$ cat src/rtl/pwm_pkg.sv
`default_nettype none
// +--------------------------------------------------------------------+
// | Module  : pwm_pkg                                                  |
// | Brief   : Shared constants, state encoding and saturating helpers  |
// |           for the PWM fade controller.                             |
// | Revision: 1.0                                                      |
// +--------------------------------------------------------------------+
package pwm_pkg;

   localparam int PWM_W = 8;

   typedef enum logic [1:0] {
      IDLE = 2'd0,
      UP   = 2'd1,
      HOLD = 2'd2,
      DOWN = 2'd3
   } fade_state_e;

   // One extra bit of headroom so the step can never wrap the duty value.
   function automatic logic [PWM_W-1:0] sat_add(input logic [PWM_W-1:0] v,
                                                input logic [PWM_W-1:0] s,
                                                input logic [PWM_W-1:0] p);
      logic [PWM_W:0] sum;
      sum = {1'b0, v} + {1'b0, s};
      return (sum >= {1'b0, p}) ? p : sum[PWM_W-1:0];
   endfunction

   function automatic logic [PWM_W-1:0] sat_sub(input logic [PWM_W-1:0] v,
                                                input logic [PWM_W-1:0] s);
      logic [PWM_W:0] diff;
      diff = {1'b0, v} - {1'b0, s};
      return diff[PWM_W] ? '0 : diff[PWM_W-1:0];
   endfunction

endpackage
`default_nettype wire

$ cat src/rtl/tick_divider.sv
`default_nettype none
// +--------------------------------------------------------------------+
// | Module  : tick_divider                                             |
// | Brief   : Fade-tick prescaler; one-cycle tick every DIV cycles     |
// |           after clr is released.                                   |
// | Revision: 1.0                                                      |
// +--------------------------------------------------------------------+
module tick_divider #(
   parameter int DIV = 262144
) (
   input  logic CLK,
   input  logic RST,
   input  logic clr,
   output logic tick
);

   localparam int            CW   = $clog2(DIV);
   localparam logic [CW-1:0] LAST = CW'(DIV - 1);

   logic [CW-1:0] cnt_q;
   logic [CW-1:0] cnt_d;

   assign tick = !clr && (cnt_q == LAST);

   always_comb begin
      cnt_d = cnt_q + CW'(1);
      if (clr || tick) begin
         cnt_d = '0;
      end
   end

   always_ff @(posedge CLK or posedge RST) begin
      if (RST) begin
         cnt_q <= '0;
      end else begin
         cnt_q <= cnt_d;
      end
   end

endmodule
`default_nettype wire

$ cat src/rtl/pwm_fade_ctrl.sv
`default_nettype none
// +--------------------------------------------------------------------+
// | Module  : pwm_fade_ctrl                                            |
// | Brief   : Ramps a PWM duty 0 -> PEAK -> 0 in STEP increments, one  |
// |           write strobe per update. Define PWM_FADE_HOLD_EN to     |
// |           dwell at PEAK for HOLD_TICKS ticks before ramping down.  |
// | Revision: 1.0                                                      |
// +--------------------------------------------------------------------+
module pwm_fade_ctrl
   import pwm_pkg::*;
#(
   parameter int DIV        = 262144,
   parameter int PEAK       = 128,
   parameter int STEP       = 1,
   parameter int HOLD_TICKS = 16
) (
   input  logic             CLK,
   input  logic             RST,
   input  logic             start,
   input  logic             stop,
   input  logic             loop,
   output logic             pwm_en,
   output logic [PWM_W-1:0] pwm_value,
   output logic             busy,
   output logic             cycle_done
);

   localparam logic [PWM_W-1:0] PEAK_V = PWM_W'(PEAK);
   localparam logic [PWM_W-1:0] STEP_V = PWM_W'(STEP);

   if (DIV < 2 || PEAK < 1 || PEAK > 255 || STEP < 1 || STEP > PEAK ||
       HOLD_TICKS < 1 || HOLD_TICKS > 255) begin : g_bad_cfg
      $error("pwm_fade_ctrl: parameter out of range");
   end

   fade_state_e      state_q, state_d;
   logic [PWM_W-1:0] value_q, value_d;
   logic             en_q, en_d;
   logic             done_q, done_d;
   logic             tick;
   logic             step_down;
   logic [PWM_W-1:0] inc_val;
   logic [PWM_W-1:0] dec_val;

`ifdef PWM_FADE_HOLD_EN
   localparam logic [7:0] HOLD_LAST = 8'(HOLD_TICKS - 1);
   logic [7:0] hold_q, hold_d;
`endif

   tick_divider #(
      .DIV (DIV)
   ) u_tick (
      .CLK  (CLK),
      .RST  (RST),
      .clr  (state_q == IDLE),
      .tick (tick)
   );

   assign inc_val    = sat_add(value_q, STEP_V, PEAK_V);
   assign dec_val    = sat_sub(value_q, STEP_V);
   assign busy       = (state_q != IDLE);
   assign pwm_en     = en_q;
   assign pwm_value  = value_q;
   assign cycle_done = done_q;

   always_comb begin
      state_d   = state_q;
      value_d   = value_q;
      en_d      = 1'b0;
      done_d    = 1'b0;
      step_down = 1'b0;
`ifdef PWM_FADE_HOLD_EN
      hold_d    = hold_q;
`endif
      case (state_q)
         IDLE: begin
            if (start && !stop) begin
               state_d = UP;
               value_d = '0;
               en_d    = 1'b1;
            end
         end
         UP: begin
            if (tick) begin
               value_d = inc_val;
               en_d    = 1'b1;
               if (inc_val == PEAK_V) begin
`ifdef PWM_FADE_HOLD_EN
                  state_d = HOLD;
                  hold_d  = '0;
`else
                  state_d = DOWN;
`endif
               end
            end
         end
`ifdef PWM_FADE_HOLD_EN
         HOLD: begin
            if (tick) begin
               if (hold_q == HOLD_LAST) begin
                  step_down = 1'b1;
               end else begin
                  hold_d = hold_q + 8'd1;
               end
            end
         end
`endif
         DOWN: begin
            step_down = tick;
         end
         default: begin
            state_d = IDLE;
         end
      endcase

      if (step_down) begin
         value_d = dec_val;
         en_d    = 1'b1;
         state_d = DOWN;
         if (dec_val == '0) begin
            done_d  = 1'b1;
            state_d = loop ? UP : IDLE;
         end
      end

      // Abort outranks any tick arriving in the same cycle.
      if (stop && state_q != IDLE) begin
         state_d = IDLE;
         value_d = '0;
         en_d    = 1'b1;
         done_d  = 1'b0;
      end
   end

   always_ff @(posedge CLK or posedge RST) begin
      if (RST) begin
         state_q <= IDLE;
         value_q <= '0;
         en_q    <= 1'b0;
         done_q  <= 1'b0;
      end else begin
         state_q <= state_d;
         value_q <= value_d;
         en_q    <= en_d;
         done_q  <= done_d;
      end
   end

`ifdef PWM_FADE_HOLD_EN
   always_ff @(posedge CLK or posedge RST) begin
      if (RST) begin
         hold_q <= '0;
      end else begin
         hold_q <= hold_d;
      end
   end
`endif

endmodule
`default_nettype wire

$ cat config.mk
export PLATFORM = sky130hd
export DESIGN_NAME = pwm_fade_ctrl
export DESIGN_NICKNAME = d
export VERILOG_FILES = /design/src/rtl/pwm_pkg.sv /design/src/rtl/tick_divider.sv /design/src/rtl/pwm_fade_ctrl.sv
export SDC_FILE = /design/constraint.sdc
export NUM_CORES = 1
export LEC_CHECK = 0
export CAP_MARGIN = 0
export CORE_MARGIN = 2
export CORE_UTILIZATION = 55
export CTS_CLUSTER_DIAMETER = 120
export DETAILED_ROUTE_END_ITERATION = 12
export PLACE_DENSITY_LB_ADDON = 0.3
export RECOVER_POWER = 25
export SLEW_MARGIN = 5
export SYNTH_ARGS = -nofsm -noshare
export SYNTH_HDL_FRONTEND = slang
export SYNTH_SLANG_ARGS = --single-unit
$ cat constraint.sdc
create_clock -name CLK -period 2.57 [get_ports CLK]
set_input_delay 0.257 -clock CLK [delete_from_list [all_inputs] [get_ports CLK]]
set_output_delay 0.257 -clock CLK [all_outputs]
set_load 0.02 [all_outputs]
# Yosys cells after proc, flatten, opt, wreduce, memory -nomap -nowiden
# Index checks and enable logic that the tools add are counted.
[word_totals]
reg_bits = 30
wordCells = 54
[op_classes]
addsub = 3
n_lt_le_gt_ge = 1
eq_ne = 8
mux = 25
reduce_logical = 12
[op_table]
columns = ["cell", "count"]
rows = [
  ["$mux 8", 6],
  ["$add 18x1->18 const B", 1],
  ["$eq 18x18->1 const B", 1],
  ["$mux 18", 1],
  ["$pmux 8 s2", 1],
  ["$mux 2", 6],
  ["$ne 4x4->1 const B", 3],
  ["$add 8x1->9 const B", 1],
  ["$ge 9x8->1 const B", 1],
  ["$mux 1", 9],
  ["$sub 8x1->9 const B", 1],
  ["$eq 8x8->1 const B", 1],
  ["$logic_not 8->1", 1],
  ["$pmux 2 s3", 1],
  ["$reduce_and 4->1", 1],
  ["$reduce_bool 4->1", 1],
  ["$logic_and 1x1->1", 3],
  ["$ne 3x3->1 const B", 1],
  ["$reduce_and 3->1", 1],
  ["$eq 2x1->1 const B", 1],
  ["$eq 2x2->1 const B", 1],
  ["$logic_not 1->1", 2],
  ["$logic_not 2->1", 1],
  ["$pmux 1 s2", 1],
  ["2 further kinds", 2],
]

# Logic depth before layout (Yosys ltp)
[depth]
word_depth = 9
depth_mapped = 9
mapped_depth_nobuf = 7

# Hierarchy
# A second synthesis with hierarchy kept.
[unflattened]
cells_unflattened = 215
area_unflattened_um2 = 1934.4
[by_module_without_submodules]
columns = ["module", "instances", "cells_per_inst", "area_per_inst_um2", "seq_area_each_um2"]
rows = [
  ["pwm_fade_ctrl", 1, 120, 978.4, 300.3],
  ["tick_divider", 1, 95, 955.9, 450.4],
]

# Worst setup path before layout
# No wires, ideal clock.
[synth_timing]
kind = "flip-flop to flip-flop"
startpoint = "register value_q[0] (netlist: pwm_value[0])"
endpoint = "register value_q[6] (netlist: pwm_value[6])"
setup_ps = 121
t_arrival_ps = 1894
slack_ps = 555
path_stages_with_launch = 8
period_less_slack_ps = 2015
cell_sequence = "dfrtp_1 -> inv_1 -> ha_1 -> or3b_1 -> nor3_1 -> mux2i_1 -> o2bb2ai_1 -> a22o_1"
[synth_between]
elab_chain_len = 7
word_cells_on_any_way = 9
classes_between = "add/sub (2); order compare (1); mux (6)"
[synth_rtl]
columns = ["element", "line_no", "source"]
rows = [
  ["from (decl)", "pwm_fade_ctrl.sv:37", "logic [PWM_W-1:0] value_q, value_d;"],
  ["from (signal assigned)", "pwm_fade_ctrl.sv:143", "value_q <= value_d;"],
  ["$add 8x1->9", "pwm_pkg.sv:24", "sum = {1'b0, v} + {1'b0, s};"],
  ["$ge 9x8->1", "pwm_pkg.sv:25", "return (sum >= {1'b0, p}) ? p : sum[PWM_W-1:0];"],
  ["$mux 8", "pwm_pkg.sv:25", ""],
  ["$mux 8", "pwm_fade_ctrl.sv:84", "if (tick) begin"],
  ["$pmux 8 s2", "pwm_fade_ctrl.sv:75", "case (state_q)"],
  ["$mux 8 *", "pwm_fade_ctrl.sv:116", "if (step_down) begin"],
  ["$mux 8 *", "pwm_fade_ctrl.sv:127", "if (stop && state_q != IDLE) begin"],
]
# Every way passes the cells marked *; elsewhere a longest branch is shown, timed or not. The select of a mux whose other input is x is not followed.
# A chain may end at the register's enable or synchronous reset.

# Worst setup path in the final report
[layout_timing]
startpoint = "register value_q[1] (netlist: pwm_value[1])"
endpoint = "register state_q[1]"
[layout_between]
elab_chain_len = 6
word_cells_on_any_way = 12
classes_between = "add/sub (2); order compare (1); eq/ne (2); mux (5); reduce/logical (2)"
[layout_rtl]
columns = ["element", "line_no", "source"]
rows = [
  ["$add 8x1->9 / $sub 8x1->9 (equally long branches)", "pwm_pkg.sv:24, pwm_pkg.sv:31", ""],
  ["$ge 9x8->1 / $mux 8 (equally long branches)", "pwm_pkg.sv:25, pwm_pkg.sv:32", ""],
  ["$mux 8 / $logic_not 8->1 (equally long branches)", "pwm_pkg.sv:25, pwm_fade_ctrl.sv:120", ""],
  ["$eq 8x8->1 / $mux 2 (equally long branches)", "pwm_fade_ctrl.sv:87, pwm_fade_ctrl.sv:120", ""],
  ["$ne 4x4->1 (no source line) / $mux 2 (equally long branches)", "n/a", ""],
  ["$reduce_and 4->1 (no source line) / $mux 2 (equally long branches)", "n/a", ""],
  ["to (signal assigned)", "pwm_fade_ctrl.sv:142", "state_q <= state_d;"],
  ["to (decl)", "pwm_fade_ctrl.sv:36", "fade_state_e state_q, state_d;"],
]
# Several ways; a longest one is shown, not always the timed one.

==> flow_summary.ini <==
[route]
routed_wl_microns = 4120
first_iter_violations = 135
drt_first_pass_iters = 4
drtAntennaViolNets = 0
vias = 1689
vias_per_cell = 5.97
post_drt_wl_per_cell_microns = 14.5
drc = 0

[worst_setup_path]
cp-start-kind = flip-flop
crit_fanout = 5
end_kind = flip-flop
required_ns = 2.81
crit_arrival_ns = 2.49
criticalPathCategory = flip-flop to flip-flop

[power_and_ir_drop]
powerDensity_mw_per_mm2 = 456
power_leakage_nw = 0.907
clock_power_share = 0.367
p_int_mw = 0.739
vdd_ir_drop_max_mv = 0.274
swShare = 0.257
p_switching_mw = 0.255
p_seq_frac = 0.493
comb_power_share = 0.140

[floorplan]
rows = 21
io_pins = 16
die_y_microns = 63.2
initial_utilization = 0.574
dieArea_sq_mm = 0.00400
die_w_microns = 63.2
coreArea_sq_mm = 0.00336

[cts]
clock_latency_ns = 0.33
h-tree-depth = 2
hold_buffers = 0
clock_path_buffers = 2
cts_setup_buffers = 0
cts_tree = yes
cts.sinks = 30
numCtsBuffers = 5
ctsResizeCount = 0
cts-root-buf = clkbuf_4
clk_pin_slew_ns = 0.11

[final_layout]
syn_to_final_growth_pct = 12.9
final_util = 0.648
fillCellCount = 315
fin_nets = 244
diodes = 0
drive_gt1_frac = 0.0802
final-instance-count-excl-fill = 283

[yosys]
synth_edf_count = 0
yosysMostFrequentCell = dfrtp_1
synth_top_area_frac = 0.389
ys_seq_area_frac = 0.389
ys.flop_type = dfrtp_1
netlist_area_sq_mm = 0.00193
synth_top_cell_by_area = dfrtp_1
yosysWarnings = 0
async_flop_share = 1.00
synthCells = 219
syn_area_per_cell_sq_um = 8.82
synth_fp_nets = 227
synth_area_leaders = dfrtp_1, xor2_1, nor2_1
synth.cells.most_frequent = dfrtp_1, nor2_1, nand3_1, inv_1, xor2_1
synth-seq-cells = 30
synth_cell_types = 52

[grt]
grt_pass1_wl_microns = 7380
grt_max_degree = 31
overflow = 0
grtUsageTotal = 0.235
grt_pass1_vias = 1590
antenna_found_initial = 0

[sta]
final_max_slew_viol_count = 31
rsz0062_at_grt = false
relSlewSlack = -0.0716
setup_viol = 0
period_needed_ns = 2.25
fin_ws_ns = 0.319
worst_pin_slew_ns = 1.61
fin_tns_setup_ns = 0
finalClockSkew_ns = 0.0170
clock.fmax_mhz = 444
hold_viol_final = 0
worst_hold_slack_ns = 0.492
fin_crit_sh = 0.876

[placed_design]
dpl_worst_slack_ns = 0.386
routabilityCongestion = 1.01
portBuffers = 15
dp_cells = 275
dp_hpwl_microns = 3010

[outcome]
outcome = finished with violations
violations = capacitance limit, slew limit

[worst_hold_path]
holdCritPathClass = flip-flop to flip-flop

[run]
drv_cap = 1
## final timing paths
| check | startpoint | to | slack [ns] | depth (start not counted) |
|---|---|---|---|---|
| setup reg to reg | pwm_value[1]$_DFFE_PP0P_ | state_q[1]$_DFFE_PP0P_ | 0.32 | 7 |
| setup / recovery | pwm_value[1]$_DFFE_PP0P_ | state_q[1]$_DFFE_PP0P_ | 0.32 | 7 |
| hold / removal | u_tick.cnt_q[0]$_DFF_PP0_ | u_tick.cnt_q[0]$_DFF_PP0_ | 0.49 | 1 |
| min in group asynchronous | RST | pwm_value[0]$_DFFE_PP0P_ | 0.90 | 3 |
| max in group asynchronous | RST | state_q[1]$_DFFE_PP0P_ | 0.71 | 3 |
| hold reg to reg | u_tick.cnt_q[0]$_DFF_PP0_ | u_tick.cnt_q[0]$_DFF_PP0_ | 0.49 | 1 |
## routing by layer
metal  share of wire  global-route usage  routed length (microns)
met5               0                   0                        0
met1            0.46               0.306                     1890
met3           0.041              0.0518                      168
met4           0.019              0.0978                       79
met2            0.48               0.379                     1980
## power groups by stage
stage | logic (mW) | registers [mW] | clock network (mW)
5_1_grt | 0.154 | 0.492 | 0.398
4_1_cts | 0.140 | 0.490 | 0.377
3_3_place_gp | 0.139 | 0.499 | 0
3_5_place_dp | 0.139 | 0.499 | 0
6_report | 0.139 | 0.490 | 0.365
2_1_floorplan | 0.0936 | 0.502 | 0
## cell usage in the layout, fill, tap and decap left out, drive strengths merged, types with 2 or more instances in the layout
cell,n
o41ai,3
xor2,13
o31ai,2
mux2,2
o21ai,8
ha,3
nand4,4
a31oi,3
and4,5
o32ai,2
inv,13
nor2b,2
nor3b,2
o22ai,3
a22o,2
xnor2,5
clkdlybuf4s50,14
nor3,9
nor2,29
dfrtp,30
clkbuf,6
nand3,15
nand3b,2
clkinv,2
a21oi,6
mux2i,2
and2,3
buf,4
nor4,2
o2bb2ai,2
or3,3
nand2,12
or3b,2
and3,6
## area by class of cell
type / count / area (sq um) / area share
clock buffer: 5 / 37.5 / 0.0172
multi-input combinational: 166 / 1060 / 0.487
tap: 46 / 57.6 / 0.0264
clock inverter: 3 / 40.0 / 0.0184
timing repair buffer: 20 / 184 / 0.0844
sequential: 30 / 751 / 0.344
inverter: 13 / 48.8 / 0.0224
## cells by family (layout without fill, tap and decap cells)
| kind of cell | count (synthesis) | after routing | share of synthesized area |
|---|---|---|---|
| flip-flops | 30 | 30 | 0.389 |
| AND/OR/NAND/NOR | 101 | 101 | 0.281 |
| buffers and inverters | 23 | 41 | 0.0616 |
| multiplexers | 4 | 4 | 0.0240 |
| AO/OA/AOI/OAI | 40 | 40 | 0.144 |
| XOR/XNOR | 18 | 18 | 0.0817 |
| adder cells (fa/ha/maj) | 3 | 3 | 0.0194 |
## critical path: stages, from the launching register on
cell	delay [ns]
dfrtp_1	0.46
inv_1	0.13
ha_1	0.24
or3b_1	0.42
and4_1	0.18
o311ai_1	0.47
o2111ai_1	0.16
o21ai_0	0.10
## state kept, by name, summed over array words and instances, names as in the netlist
register,flops
cycle_done,1
pwm_en,1
pwm_value,8
state_q,2
u_tick.cnt_q,18
## per-stage QoR
stage / power (mW) / area [sq um]
2_1_floorplan: 0.596 / 1930
3_3_place_gp: 0.638 / 2110
3_5_place_dp: 0.638 / 2110
4_1_cts: 1.01 / 2180
5_1_grt: 1.04 / 2180
6_report: 0.994 / 2180
Note: power is estimated with default switching activity, not from simulation.
